File: src/rtl/ldlt_arbiter.sv
// Two-requester round-robin front end for a shared 6x6 LDLT engine.
// One job in flight: IDLE -> LAUNCH (start pulse) -> WAIT (capture or timeout) -> RESP (held until consumed).
module ldlt_arbiter #(
  parameter int MATRIX_BW      = 16,
  parameter int TIMEOUT_CYCLES = 255
) (
  input  logic                      i_clk,
  input  logic                      i_rst,
  input  logic [1:0]                i_req_valid,
  output logic [1:0]                o_req_ready,
  input  logic [21*MATRIX_BW-1:0]   i_req0_mat,
  input  logic [21*MATRIX_BW-1:0]   i_req1_mat,
  output logic [1:0]                o_rsp_valid,
  input  logic [1:0]                i_rsp_ready,
  output logic [21*MATRIX_BW-1:0]   o_rsp_mat,
  output logic [1:0]                o_rsp_status,
  output logic                      o_ldlt_start,
  output logic [21*MATRIX_BW-1:0]   o_ldlt_mat,
  input  logic                      i_ldlt_done,
  input  logic                      i_ldlt_div_zero,
  input  logic [21*MATRIX_BW-1:0]   i_ldlt_mat,
  output logic                      o_busy,
  output logic                      o_timeout_err
);

  localparam int MW = 21 * MATRIX_BW;
  localparam int TW = $clog2(TIMEOUT_CYCLES + 1);

  typedef enum logic [1:0] {IDLE, LAUNCH, WAIT, RESP} state_t;

  state_t          state_q, state_d;
  logic            grant_id_q, grant_id_d;
  logic            last_grant_q, last_grant_d;
  logic [TW-1:0]   timer_q, timer_d;
  logic [MW-1:0]   ldlt_mat_q, ldlt_mat_d;
  logic [MW-1:0]   rsp_mat_q, rsp_mat_d;
  logic [1:0]      status_q, status_d;
  logic            timeout_err_q, timeout_err_d;
  logic            grant;
  logic            diag_zero;

  // Packed offsets of the six diagonal entries: 00,11,22,33,44,55.
  assign diag_zero = (i_ldlt_mat[ 0*MATRIX_BW +: MATRIX_BW] == '0) ||
                     (i_ldlt_mat[ 6*MATRIX_BW +: MATRIX_BW] == '0) ||
                     (i_ldlt_mat[11*MATRIX_BW +: MATRIX_BW] == '0) ||
                     (i_ldlt_mat[15*MATRIX_BW +: MATRIX_BW] == '0) ||
                     (i_ldlt_mat[18*MATRIX_BW +: MATRIX_BW] == '0) ||
                     (i_ldlt_mat[20*MATRIX_BW +: MATRIX_BW] == '0);

  always_comb begin
    grant = i_req_valid[1];
    if (i_req_valid == 2'b11) grant = ~last_grant_q;
  end

  always_comb begin
    state_d       = state_q;
    grant_id_d    = grant_id_q;
    last_grant_d  = last_grant_q;
    timer_d       = timer_q;
    ldlt_mat_d    = ldlt_mat_q;
    rsp_mat_d     = rsp_mat_q;
    status_d      = status_q;
    timeout_err_d = timeout_err_q;
    o_req_ready   = 2'b00;
    o_ldlt_start  = 1'b0;
    o_rsp_valid   = 2'b00;
    case (state_q)
      IDLE: begin
        // Ready is gated by reset so every output reads 0 while reset is held.
        if ((i_req_valid != 2'b00) && !i_rst) begin
          o_req_ready = grant ? 2'b10 : 2'b01;
          ldlt_mat_d  = grant ? i_req1_mat : i_req0_mat;
          grant_id_d  = grant;
          state_d     = LAUNCH;
        end
      end
      LAUNCH: begin
        o_ldlt_start = 1'b1;
        timer_d      = '0;
        state_d      = WAIT;
      end
      WAIT: begin
        timer_d = timer_q + 1'b1;
        if (i_ldlt_done) begin
          rsp_mat_d = i_ldlt_mat;
          status_d  = (i_ldlt_div_zero || diag_zero) ? 2'b01 : 2'b00;
          state_d   = RESP;
        end else if (timer_q == TW'(TIMEOUT_CYCLES - 1)) begin
          rsp_mat_d     = '0;
          status_d      = 2'b10;
          timeout_err_d = 1'b1;
          state_d       = RESP;
        end
      end
      RESP: begin
        o_rsp_valid = grant_id_q ? 2'b10 : 2'b01;
        if (i_rsp_ready[grant_id_q]) begin
          last_grant_d = grant_id_q;
          state_d      = IDLE;
        end
      end
      default: state_d = IDLE;
    endcase
  end

  always_ff @(posedge i_clk or posedge i_rst) begin
    if (i_rst) begin
      state_q       <= IDLE;
      grant_id_q    <= 1'b0;
      last_grant_q  <= 1'b1;
      timer_q       <= '0;
      ldlt_mat_q    <= '0;
      rsp_mat_q     <= '0;
      status_q      <= 2'b00;
      timeout_err_q <= 1'b0;
    end else begin
      state_q       <= state_d;
      grant_id_q    <= grant_id_d;
      last_grant_q  <= last_grant_d;
      timer_q       <= timer_d;
      ldlt_mat_q    <= ldlt_mat_d;
      rsp_mat_q     <= rsp_mat_d;
      status_q      <= status_d;
      timeout_err_q <= timeout_err_d;
    end
  end

  assign o_busy        = (state_q != IDLE);
  assign o_ldlt_mat    = ldlt_mat_q;
  assign o_rsp_mat     = rsp_mat_q;
  assign o_rsp_status  = status_q;
  assign o_timeout_err = timeout_err_q;

endmodule

File: config.mk
export PLATFORM = sky130hd
export DESIGN_NAME = ldlt_arbiter
export DESIGN_NICKNAME = d
export VERILOG_FILES = /design/src/rtl/ldlt_arbiter.sv
export SDC_FILE = /design/constraint.sdc
export NUM_CORES = 1
export LEC_CHECK = 0
export CORE_AREA = 2 2 667 669
export CTS_BUF_LIST = sky130_fd_sc_hd__clkbuf_2
export CTS_CLUSTER_SIZE = 28
export DETAILED_ROUTE_END_ITERATION = 8
export DIE_AREA = 0 0 669 671
export DONT_BUFFER_PORTS = 1
export PLACE_DENSITY_LB_ADDON = 0.2
export RECOVER_POWER = 25
export SLEW_MARGIN = 25
export SYNTH_ARGS = -nofsm -noshare
export SYNTH_HDL_FRONTEND = slang
export SYNTH_SLANG_ARGS = --single-unit
File: constraint.sdc
create_clock -name i_clk -period 26 [get_ports i_clk]
set_clock_uncertainty 0.1 [all_clocks]
set_input_delay 5.2 -clock i_clk [delete_from_list [all_inputs] [get_ports i_clk]]
set_output_delay 5.2 -clock i_clk [all_outputs]
set_load 0.02 [all_outputs]
==> results of run 1 <==
[power by group]
group          internal (W)  total [W]  leakage (nW)  switching [W]
logic              0.000454    0.00107          7.82       0.000617
clock network      0.000351   0.000972          1.52       0.000621
registers           0.00152    0.00351          8.60        0.00198
[cells in the final DEF, fill, tap and decap left out, drive strengths merged, types with 2 or more instances in the layout]
master	instances
clkinvlp	2
buf	41
mux2i	2
ha	6
dfrtp	686
nor2	3
or3	2
clkbuf	336
clkinv	58
inv	15
a22oi	336
a21oi	7
nor2b	3
diode	58
nand3	4
and3	338
nand2	684
nor4	25
nand4	8
o21ai	7
o311ai	2
a21o	338
[area by class of cell]
| cell class | count | area share [%] |
|---|---|---|
| diodes | 58 | 0.387 |
| clock buffers | 323 | 4.31 |
| clock inverters | 67 | 0.922 |
| inverters | 9 | 0.0935 |
| multi-input cells | 1777 | 27.6 |
| flip-flops and latches | 687 | 45.9 |
| well taps | 5904 | 19.7 |
| repair buffers | 54 | 1.13 |
[kinds of logic (layout without fill, tap and decap cells)]
group	Yosys count	count (layout)	share of synthesized area, %
compound gates	695	695	18.0
buf+inv	237	453	4.62
simple gates	1072	1072	17.3
fa+ha+maj	6	6	0.260
other cells	0	58	0
xor+xnor	1	1	0.0304
mux	3	3	0.109
flops	687	687	59.7
[per-stage QoR]
step | util (%) | setup WS, ns | cell area [µm²]
floorplan | - | 1.44 | 28800
global placement | 8.02 | 14.87 | 35400
detailed placement | 8.02 | 14.89 | 35400
CTS | 8.47 | 14.89 | 37400
global route | 8.48 | 12.52 | 37400
finish | 8.49 | 13.84 | 37500
[worst max-delay path, delay by kind of cell]
family                 cells  cell delay, ns
buffers and inverters      5            8.19
[routing by layer]
| layer | track usage (%) | share of wire [%] |
|---|---|---|
| met1 | 11.7 | 28 |
| met2 | 24.6 | 50 |
| met3 | 10.5 | 17 |
| met4 | 4.48 | 3.9 |
| met5 | 0 | 0.29 |
[worst max path at each step]
stage,from,to
CTS,i_rst,o_req_ready[1]
detailed placement,i_rst,o_req_ready[1]
global route,i_rst,o_ldlt_mat[62]
global placement,i_rst,o_req_ready[1]
finish,i_rst,o_ldlt_mat[62]
floorplan,i_rst,grant_id_q
[flip-flops by register name, indices dropped and copies added (netlist names)]
name           cells
timer_q            8
state_q            2
o_rsp_status       2
o_rsp_mat        336
grant_id_q         1
o_ldlt_mat       336
last_grant_q       1
o_timeout_err      1
==> key figures, run 1 <==
Outcome
  • Status: finished with violations
  • Failing checks: max-capacitance violations, max-slew violations

STA
  • Worst hold slack: 0.351 ns
  • Crit path time final: around 12 ns
  • Unrepaired setup endpoints after global routing: no
  • Final hold violations: 0
  • Final setup fails: 0
  • Final worst-path cycle share: 46.8%
  • Setup TNS: 0 ns
  • Maximum clock frequency: 82.2 MHz
  • Slew margin rel.: -279%
  • Worst-margin pin slew: 5.68 ns
  • Slew Limit Fails: 887

Critical path
  • Crit Reg-Reg Endpoint: timer_q[6]
  • Setup Crit Path Kind: in2async
  • CP Data Arrival Time: approximately 14 ns
  • Worst R2R Path Depth: 8
  • Crit. End Element: asynchronous set/reset pin
  • Largest stage delay on the critical path: 2.43 ns
  • Critical-path top delay cell: clkinvlp_2
  • Setup crit start kind: input port
  • Worst r2r src: state_q[0]
  • WP data required: between 20 and 30 ns
  • Flop2flop setup slack: 15.09 ns
  • Cell breakdown of the critical path: clkinvlp_2 > clkbuf_1 > clkbuf_1 > buf_4 > buf_4
  • Worst-path fanout max: 87

Detailed routing
  • DRT iter0 DRCs: 1927
  • Vias: about 25000
  • DR WL/cell: 36.4 µm
  • Final antenna-violating net count: 0
  • DRC: 0
  • Drt pass-1 iters: 6
  • Drt total wl: 323000 µm
  • Via density per instance: 2.82

Place
  • Placed cell count: 8428
  • Detailed placement HPWL: between 200000 and 300000 µm
  • Number of port buffers: 0
  • Gpl congestion: a little over 0.9

Worst hold path
  • WHS Endpoint: last_grant_q
  • Worst Hold Class: reg2reg
  • Min-Delay Path Depth: 2
  • Worst hold path startpoint: grant_id_q

Global routing
  • Grt total ovfl: 0
  • Antenna violations before repair: 246
  • Largest net degree at the start of global routing: 342
  • First-pass GRT wire length: 381000 µm
  • GRT Util Overall: 13.8%
  • Vias in the first global route: 24963

Clocking
  • H-Tree Depth: 4
  • Post-CTS Hold Fix Bufs: 0
  • Maximum clock path buffer count: 4
  • Num CTS Buffers: between 200 and 250
  • CTS clock-pin slew for the worst setup and hold paths: around 0.10 ns
  • Resized cells post-CTS: 0
  • Clock root buffer: clkbuf_2
  • Clock net sink count: 687
  • TritonCTS clock tree: yes
  • Setup Fix Bufs, Post-CTS: 0
  • Worst skew pair latency: between 1.5 and 2 ns

Logic synthesis
  • Async S/R FF share, synth: 100%
  • Post-Synthesis Cell Area: between 20000 and 30000 µm²
  • Post-synth EDFFs: 0
  • Synth area leader: dfrtp_1
  • Most common cell in the netlist: dfrtp_1
  • Top post-synthesis cells by count: 686 x dfrtp_1, 684 x nand2_1, 338 x a21o_1, 338 x and3_1, 336 x a22oi_1
  • Top cells by area, synth: dfrtp_1 60%, nand2_1 8.9%, a21o_1 8.8%, a22oi_1 8.8%, and3_1 7.3%
  • Synth top area share: between 50% and 60%
  • Synthesized flop and latch total: 687
  • Syn nets: 3723
  • Unique masters post-synth: 37
  • Yosys warns: 0
  • Mean Syn Cell Area: 10.7 µm²
  • Main synth FF type: dfrtp_1
  • Post-synthesis sequential area ratio: 59.7%
  • Synth Instances: 2701

Floorplanning
  • Die area: 449000 µm²
  • Num ports: 1697
  • Initial Util: 6.53%
  • Die height: 671 µm
  • Core area: between 400000 and 500000 µm²
  • # rows: ~240
  • Die X: around 670 µm

Layout
  • # nets final: 3778
  • Share of cells above drive strength 1: 13.8%
  • Filler instances: 51429
  • Area delta synth->final: 30.0%
  • Final cell count without fillers: 8879
  • Area occupied by registers: 17200 µm²
  • Multi-input logic area: a little over 10000 µm²

Pwr
  • Maximum vdd drop: 51.6 µV
  • Overall Power: between 0.005 and 0.006 W
  • Leakage: 17.9 nW
  • Power Density: about 150 nW/µm²

Flow run
  • Max cap viols: 14
No activity file was read; power rests on OpenSTA's default activity.
==> run 2: changes to the inputs <==
==> constraint.sdc (replaced) <==
create_clock -name i_clk -period 12.1 [get_ports i_clk]
set_clock_uncertainty 0.1 [all_clocks]
set_input_delay 2.42 -clock i_clk [delete_from_list [all_inputs] [get_ports i_clk]]
set_output_delay 2.42 -clock i_clk [all_outputs]
set_load 0.02 [all_outputs]
==> run 2 against run 1 <==
  * The flow still finishes with violations (max-capacitance violations, max-slew violations)
  * Die area stayed put
  * Worst hold slack improved by 0.10 ns
  * Count of clock-buffer cells in the layout shrank 4
  * Combinational power rose by 130%
  * Via count increased by 1.8%
  * Register-to-register slack got worse by 10 ns
  * Routed wire length grew 1.2%
  * Cell count increased by 0.91%
  * Core utilization up 0.19 points
  * Largest power group unchanged
  * Non-clock buffer count is 77 higher
  * Critical path depth unchanged
  * Sequential share of layout area fell by 1.0 points
==> key figures, run 2 (synthesis results as in run 1) <==
Outcome
  • Status: finished with violations
  • Failing checks: max-capacitance violations, max-slew violations

Critical path
  • CP bufs+invs: 5
  • Critical-path top delay cell: clkbuf_1
  • WP data required: 13.87 ns
  • Flop2flop setup slack: 5.12 ns
  • Top delay family on crit path: buffers and inverters
  • Worst path depth: 5
  • Setup crit start kind: input port
  • CP Data Arrival Time: 8.88 ns
  • Setup Crit Path Kind: in2async
  • Crit. End Element: asynchronous set/reset pin
  • Worst-path fanout max: 62
  • CP dominant cell by count: clkbuf_1
  • Largest stage delay on the critical path: 2.65 ns
  • Worst R2R Path Depth: 8
  • Cell breakdown of the critical path: dlygate4sd3_1 > clkinvlp_2 > clkbuf_1 > clkbuf_1 > buf_4

Clocking
  • Clock net sink count: 687
  • H-Tree Depth: 4
  • CTS clock-pin slew for the worst setup and hold paths: 0.10 ns
  • Setup Fix Bufs, Post-CTS: 0
  • Num CTS Buffers: approximately 230
  • TritonCTS clock tree: yes
  • Worst skew pair latency: ~2 ns
  • Resized cells post-CTS: 0
  • Maximum clock path buffer count: 4
  • Clock root buffer: clkbuf_2

STA
  • Unrepaired setup endpoints after global routing: no
  • Slew Limit Fails: 576
  • Maximum clock frequency: 141 MHz
  • Final worst-path cycle share: around three fifths
  • Setup TNS: 0 ns
  • Final setup fails: 0
  • Slew margin rel.: -165%
  • Worst-margin pin slew: 3.97 ns
  • Crit path time final: between 7 and 8 ns
  • Final hold violations: 0

Floorplanning
  • # rows: around 240
  • Num ports: 1697
  • Initial Util: 6.53%
  • Die X: 669 µm
  • Die height: 671 µm
  • Die area: 449000 µm²
  • Core area: about 440000 µm²

Detailed routing
  • Via density per instance: 2.84
  • Final antenna-violating net count: 0
  • Drt total wl: 327000 µm
  • DRT iter0 DRCs: 1983
  • Vias: 25463
  • Drt pass-1 iters: 5
  • DR WL/cell: ~36 µm
  • DRC: 0

Place
  • Gpl congestion: 0.913
  • Number of port buffers: 0
  • Placed cell count: 8424
  • Detailed placement HPWL: about 280000 µm
  • Area after DPL: about 35000 µm²

Flow run
  • Max cap viols: 12

Pwr
  • Sw Share: 58.1%
  • Power Density: 318 nW/µm²
  • Pint: 0.00511 W
  • Net Sw Power: 0.00709 W
  • Leakage: 18.3 nW
  • Maximum vdd drop: 87.7 µV
  • Logic pwr share: 20.1%
  • Clock power frac: 17.6%
  • Sequential share of power: slightly above 60%

Global routing
  • Largest net degree at the start of global routing: approximately 340
  • Antenna violations before repair: between 200 and 250
  • Vias in the first global route: 25575
  • First-pass GRT wire length: just under 400000 µm
  • GRT Util Overall: 13.9%
  • Grt total ovfl: 0

Layout
  • Share of cells above drive strength 1: 13.1%
  • Multi-input logic area: around 10000 µm²
  • Area delta synth->final: 33.0%
  • Most common cell after layout, fill and taps aside: nand2_1
  • Commonest non-fill, non-tap cells in the layout: 684 x nand2_1, 682 x dfrtp_1, 338 x a21o_1
  • Design area: 38300 µm²
  • Final cell count without fillers: 8960
  • Area occupied by registers: 17200 µm²
  • Filler instances: 51394
  • # nets final: 3859

Worst hold path
  • Min-Delay Path Depth: 1
  • Worst Hold Class: reg2reg
run 2: per-stage QoR:
step / utilization [%] / total power (W) / hold slack [ns] / setup WS (ns)
global placement: 8.03 / 0.0103 / 0.423 / 6.22
floorplan: - / 0.00690 / 0.392 / 0.181
CTS: 8.68 / 0.0127 / 0.00880 / 5.42
finish: 8.69 / 0.0122 / 0.455 / 5.00
detailed placement: 8.03 / 0.0103 / 0.435 / 6.16
global route: 8.68 / 0.0130 / 0.243 / 4.07
run 2: worst paths after layout:
| path | startpoint | endpoint |
|---|---|---|
| worst max-delay path | i_rst | o_rsp_mat[133] |
| worst min-delay path | timer_q[6] | timer_q[6] |
| worst min register to register | timer_q[6] | timer_q[6] |
| max in group i_clk | timer_q[0] | o_rsp_mat[48] |
| min in group asynchronous | i_rst | o_ldlt_mat[10] |
| worst max register to register | timer_q[0] | o_rsp_mat[48] |
run 2: cell type report:
type	count	area share [%]
antenna	51	0.333
clock buffer	319	4.17
clock inverter	82	1.08
inverter	9	0.0914
multi-input combinational	1777	26.9
sequential	687	44.9
tap	5904	19.3
timing repair buffer	131	3.26
run 2: per-layer routing:
metal | wire length (µm) | global-route usage [%]
met4 | 13300 | 4.66
met3 | 50800 | 9.63
met2 | 164000 | 24.9
met5 | 889 | 0
met1 | 97900 | 12.3
run 2: power groups by stage:
stage,logic (W),registers (W),clock network (W)
after global routing,0.00276,0.00784,0.00242
after detailed placement,0.00241,0.00788,0
final,0.00245,0.00760,0.00215
after CTS,0.00254,0.00783,0.00234
after global placement,0.00237,0.00790,0
after floorplan,0.00173,0.00518,0
run 2: what timing repair did:
action	4_1_cts	5_1_grt
hold buffers	84	0
endpoints found under the setup margin	0	0
endpoints found under the hold margin	64	0
